**src/rtl/ofmap_stream_out.sv**
```systemverilog
// Output ofmap serializer: buffers wide accumulator words in a small FIFO and emits one lane per beat.
// Optional OFMAP_RELU_EN clamps negative beats to zero at the output mux.
module ofmap_stream_out #(
  parameter int unsigned OFMAP_WIDTH   = 32,
  parameter int unsigned ARRAY_WIDTH   = 4,
  parameter int unsigned FIFO_DEPTH    = 4,
  parameter int unsigned COUNTER_WIDTH = 32
) (
  input  logic                               clk,
  input  logic                               rst_n,
  input  logic                               config_enable,
  input  logic [COUNTER_WIDTH-1:0]           config_data,
  input  logic [OFMAP_WIDTH*ARRAY_WIDTH-1:0] acc_dat,
  input  logic                               acc_vld,
  output logic                               acc_rdy,
  output logic [OFMAP_WIDTH-1:0]             ofmap_dat,
  output logic                               ofmap_vld,
  input  logic                               ofmap_rdy,
  output logic                               layer_done
);

  localparam int unsigned PW = $clog2(FIFO_DEPTH);
  localparam int unsigned LW = (ARRAY_WIDTH > 1) ? $clog2(ARRAY_WIDTH) : 1;
  localparam int unsigned WW = OFMAP_WIDTH * ARRAY_WIDTH;

  logic [WW-1:0]            r_mem [FIFO_DEPTH];
  logic [PW-1:0]            r_wr_ptr;
  logic [PW-1:0]            r_rd_ptr;
  logic [PW:0]              r_count;
  logic [LW-1:0]            r_lane_cnt;
  logic [COUNTER_WIDTH-1:0] r_word_cnt;
  logic [COUNTER_WIDTH-1:0] r_words_total;

  logic                     w_full;
  logic                     w_empty;
  logic                     w_push;
  logic                     w_beat;
  logic                     w_last_lane;
  logic                     w_pop;
  logic                     w_layer_end;
  logic                     w_idle;
  logic [WW-1:0]            w_head;
  logic [OFMAP_WIDTH-1:0]   w_lane;
  logic [OFMAP_WIDTH-1:0]   w_beat_dat;

  assign w_full      = (r_count == (PW+1)'(FIFO_DEPTH));
  assign w_empty     = (r_count == '0);
  assign w_push      = acc_vld && !w_full;
  assign w_beat      = !w_empty && ofmap_rdy;
  assign w_last_lane = (r_lane_cnt == LW'(ARRAY_WIDTH - 1));
  assign w_pop       = w_beat && w_last_lane;
  assign w_layer_end = w_pop && (r_words_total != '0) &&
                       ((r_word_cnt + COUNTER_WIDTH'(1)) == r_words_total);
  assign w_idle      = w_empty && (r_lane_cnt == '0) && (r_word_cnt == '0);

  assign acc_rdy    = !w_full;
  assign ofmap_vld  = !w_empty;
  assign layer_done = w_layer_end;
  assign w_head     = r_mem[r_rd_ptr];

  always_comb begin
    w_lane = '0;
    for (int unsigned i = 0; i < ARRAY_WIDTH; i++) begin
      if (r_lane_cnt == LW'(i)) w_lane = w_head[i*OFMAP_WIDTH +: OFMAP_WIDTH];
    end
  end

`ifdef OFMAP_RELU_EN
  assign w_beat_dat = w_lane[OFMAP_WIDTH-1] ? '0 : w_lane;
`else
  assign w_beat_dat = w_lane;
`endif

  // Storage is not reset; stale entries are unreachable once the occupancy count clears.
  assign ofmap_dat = w_empty ? '0 : w_beat_dat;

  always_ff @(posedge clk) begin
    if (w_push) r_mem[r_wr_ptr] <= acc_dat;
  end

  always_ff @(posedge clk or negedge rst_n) begin
    if (!rst_n) begin
      r_wr_ptr      <= '0;
      r_rd_ptr      <= '0;
      r_count       <= '0;
      r_lane_cnt    <= '0;
      r_word_cnt    <= '0;
      r_words_total <= '0;
    end else begin
      if (w_push) r_wr_ptr <= r_wr_ptr + PW'(1);
      if (w_pop)  r_rd_ptr <= r_rd_ptr + PW'(1);

      if (w_push && !w_pop)      r_count <= r_count + (PW+1)'(1);
      else if (!w_push && w_pop) r_count <= r_count - (PW+1)'(1);

      if (w_beat) r_lane_cnt <= w_last_lane ? '0 : r_lane_cnt + LW'(1);

      if (w_layer_end)  r_word_cnt <= '0;
      else if (w_pop)   r_word_cnt <= r_word_cnt + COUNTER_WIDTH'(1);

      if (config_enable && w_idle) r_words_total <= config_data;
    end
  end

endmodule

```
**config.mk**
```make
export PLATFORM = sky130hd
export DESIGN_NAME = ofmap_stream_out
export DESIGN_NICKNAME = d
export VERILOG_FILES = /design/src/rtl/ofmap_stream_out.sv
export SDC_FILE = /design/constraint.sdc
export NUM_CORES = 1
export LEC_CHECK = 0
export CELL_PAD_IN_SITES_DETAIL_PLACEMENT = 0
export CELL_PAD_IN_SITES_GLOBAL_PLACEMENT = 1
export CORE_ASPECT_RATIO = 1.1
export CORE_MARGIN = 5
export CORE_UTILIZATION = 30
export CTS_CLUSTER_DIAMETER = 50
export DETAILED_ROUTE_END_ITERATION = 8
export GPL_TIMING_DRIVEN = 0
export PLACE_DENSITY = 0.52
export SLEW_MARGIN = 20
export SYNTH_ARGS = -nofsm -noshare
export SYNTH_HDL_FRONTEND = slang
export SYNTH_SLANG_ARGS = --single-unit
```
**constraint.sdc**
```tcl
create_clock -name clk -period 4.9 [get_ports clk]
set_clock_uncertainty 0.15 [all_clocks]
set_input_delay 0.98 -clock clk [delete_from_list [all_inputs] [get_ports clk]]
set_output_delay 0.98 -clock clk [all_outputs]
set_load 0.1 [all_outputs]
```
==> key figures <==
Setup path
  • CP cell instances: clkdlybuf4s50_1 > and3_1 > buf_4 > o2111ai_1 > a21oi_1 > nand4_1 > nor4_2 > and4_1 > buf_2 > buf_6 > buf_12
  • CP Capture Point: layer_done
  • Worst Path Required: approximately 3800 ps
  • CP top delay family: buffers and inverters
  • Crit. End Element: output pin
  • R2R Path End: r_count[2]$_DFFE_PN0P_
  • Worst R2R Setup Slack: around 1200 ps
  • Worst EP arrival: 3620 ps
  • Slowest cell on crit path: clkdlybuf4s50_1
  • Critical path class: input port to output pin
  • R2r worst-path depth: 12
  • Slowest Stage Delay on Critical Path: about 580 ps
  • Buf+Inv Stages, Crit Path: 5
  • Reg-to-Reg Start: r_count[0]$_DFFE_PN0P_
  • Setup crit start: ofmap_rdy
  • CP Max Fanout: 10
  • Startpoint types: input port
  • Stages on worst setup path: 11

Yosys
  • Gate Count Post-Synth: around 1400
  • Mux share of post-synthesis cell area: between 10% and 20%
  • Xor and xnor area share after synthesis: 2.48%
  • Ys async rst share: about an eighth
  • Number of library cell types mapped by synthesis: 71
  • FF+latch count, synth: approximately 590
  • Synth Area in Compound Gates: between 4 and 5%
  • Ys flop type: edfxtp_1
  • Syn Area/Cell: approximately 17 µm²
  • Simple-gate portion of the synthesized area: under 10%
  • Post-Syn Area: 24400 µm²
  • Seq/Total Area, Yosys: between 70% and 80%
  • Main combinational cell family by area after synthesis: multiplexers
  • Net Count, Synth: about 1600
  • YS warnings: 0
  • Synth Area in Adders: less than 1%
  • Post-synth EDFFs: around 510

Drt
  • WL per Instance: 23.3 µm
  • # DRC: 0
  • DR vias: between 10000 and 15000
  • DR vias/cell: 4.85
  • Starting DRT DRC Count: 694
  • Final wirelength: around 66000 µm
  • Final antenna-violating net count: 0
  • Drt first pass iters: 5

Finish
  • Fin nets: about 1900
  • Area Growth Syn to Fin: 25.5%
  • Commonest non-fill, non-tap cell in the layout: edfxtp_1
  • Layout cells sized above 1: 23.4%
  • Commonest non-fill, non-tap cells in the layout: edfxtp_1 (512), clkdlybuf4s50_1 (165), nor2_1 (155)

Place
  • Gpl congestion: around 0.81
  • Port Buf Inserts: between 150 and 200
  • Hpwl dp: ~45000 µm
  • Dpl ws: -1130 ps

Job
  • Max-cap violations: 0

Global routing
  • First-pass GRT wire length: 98600 µm
  • Largest net degree at the start of global routing: 45
  • Initial antenna violation count: 18
  • Vias in the first global route: around 15000
  • Total GRT Usage: 15.2%
  • Grt total ovfl: 0

STA
  • Fin worst setup slack: about 150 ps
  • Setup-failing EPs final: 0
  • Slew Limit Fails: 0
  • RSZ-0062 raised after global routing: no
  • Tmin final: 4750 ps
  • Hold WS: around 240 ps
  • Max Clk Rate: 210 MHz
  • Period utilisation layout: a little over nine tenths
  • Worst Max-Slew Pin Slew: around 1100 ps
  • Slew HR: between 20% and 30%
  • Hold Vio Cnt, Final: 0

Hold path
  • Hold Crit Class: input port to asynchronous set/reset pin

CTS
  • Clock-pin slew on the worst setup and hold paths: 50 ps
  • Clk_lat worst skew: between 600 and 700 ps
  • Root buffer cell: clkbuf_16
  • Sink Count: 585
  • Clock buffer depth: 3
  • CTS tree: yes
  • H-tree Lvls: 3
  • CTS buffer count: between 70 and 80
  • Hold_buf cts: 0

Floorplanning
  • Height of the die: just over 300 µm
  • I/O pin count: 200
  • Core area: roughly 80000 µm²
  • Die area: a little under 90000 µm²
  • Num rows: about 110
  • Initial Utilization: 30.3%
  • Die X: roughly 280 µm

Status
  • Status: complete, no violations

Power
  • Lkg Pwr: around 10 nW
  • PwrDens: between 600 and 700 nW/µm²
  • Peak VDD IR: between 400 and 500 µV
[worst min-delay path by stage]
| stage | from | end | slack, ps | cells after the start |
|---|---|---|---|---|
| 4_1_cts | rst_n | r_words_total[24]$_DFFE_PN0P_ | 240 | 1 |
| 3_3_place_gp | r_count[2]$_DFFE_PN0P_ | r_count[2]$_DFFE_PN0P_ | 330 | 1 |
| 3_5_place_dp | r_count[2]$_DFFE_PN0P_ | r_count[2]$_DFFE_PN0P_ | 360 | 1 |
| 6_report | rst_n | r_words_total[26]$_DFFE_PN0P_ | 240 | 1 |
| 5_1_grt | rst_n | r_word_cnt[29]$_DFFE_PN0P_ | 280 | 1 |
| 2_1_floorplan | r_count[2]$_DFFE_PN0P_ | r_count[2]$_DFFE_PN0P_ | 310 | 1 |
[report_power, final]
| part | total [W] | internal [W] | switching [W] | leakage (nW) |
|---|---|---|---|---|
| clock | 0.00532 | 0.00313 | 0.00220 | 1.17 |
| combinational | 0.00731 | 0.00223 | 0.00507 | 3.62 |
| sequential | 0.00661 | 0.00641 | 0.000199 | 5.67 |
[layout make-up]
| class | count | area, µm² |
|---|---|---|
| Sequential cell | 585 | 17200 |
| Buffer | 95 | 494 |
| Multi-Input combinational cell | 728 | 6780 |
| Fill cell | 7585 | 49900 |
| Inverter | 15 | 56.3 |
| Clock inverter | 43 | 457 |
| Antenna cell | 9 | 22.5 |
| Timing Repair Buffer | 221 | 2290 |
| Clock buffer | 94 | 1970 |
| Tap cell | 1054 | 1320 |
[flip-flops by register name, indices dropped and copies added, names as in the netlist]
register,count
r_count,3
r_lane_cnt,2
r_mem,512
r_rd_ptr,2
r_word_cnt,32
r_words_total,32
r_wr_ptr,2
[synth_stat cells, types with 3 or more instances]
cell type	instances	share of area, %
nor3_2	3	0.12
nand2b_1	3	0.077
a21oi_1	73	1.5
mux2i_1	4	0.16
o31ai_1	3	0.092
or4_1	5	0.15
dfrtp_1	73	7.5
nand2_1	36	0.55
a211oi_1	3	0.092
and4_1	7	0.25
nor2b_1	4	0.10
buf_4	4	0.12
clkbuf_1	52	0.80
nor3_1	16	0.33
edfxtp_1	512	63
o2111ai_1	3	0.11
inv_1	14	0.22
xor2_1	22	0.79
mux4_2	128	12
mux2_2	30	1.4
nor4_2	3	0.15
a31oi_1	11	0.28
a22oi_1	33	1.0
xnor2_1	47	1.7
nand4_1	19	0.49
o21ai_0	9	0.18
nor2_1	156	2.4
mux2_1	5	0.23
ha_1	11	0.56
buf_1	12	0.18
buf_2	25	0.51
and2_1	3	0.077
nand3_1	27	0.55
nor4_1	18	0.46
and3_1	7	0.18
[through the flow]
step	setup TNS [ps]	util (%)	instance area (µm²)	power [W]	cells
finish	0	38.0	30600	0.0192	2844
detailed placement	-14840	34.8	28000	0.0144	2691
global route	0	38.0	30600	0.0202	2838
CTS	0	37.9	30500	0.0196	2832
global placement	-236150	34.4	27700	0.0143	2677
floorplan	0	-	24400	0.0118	1424
[per-layer routing]
metal / track usage, % / part of all wire (%) / vias to the layer above
li1: - / - / 6264
met1: 19.1 / 41 / 7099
met2: 26.0 / 51 / 276
met3: 3.60 / 5.2 / 126
met4: 5.07 / 2.6 / 16
met5: 0 / 0.14 / -
[cells by family after synthesis]
kind of cell	Yosys count
AOI/OAI and AO/OA	156
xor gates and xnor gates	69
adders and majority gates	12
buffers and inverters	111
DFF	585
muxes	167
and+or+nand+nor	324
[timing repair]
action                                  in CTS  in global routing
endpoints found under the setup margin      33                 32
buffers inserted                             4                  4
resized for setup                          202                 43
pin swaps                                    3                  3
(Power assumes the default switching activity.)
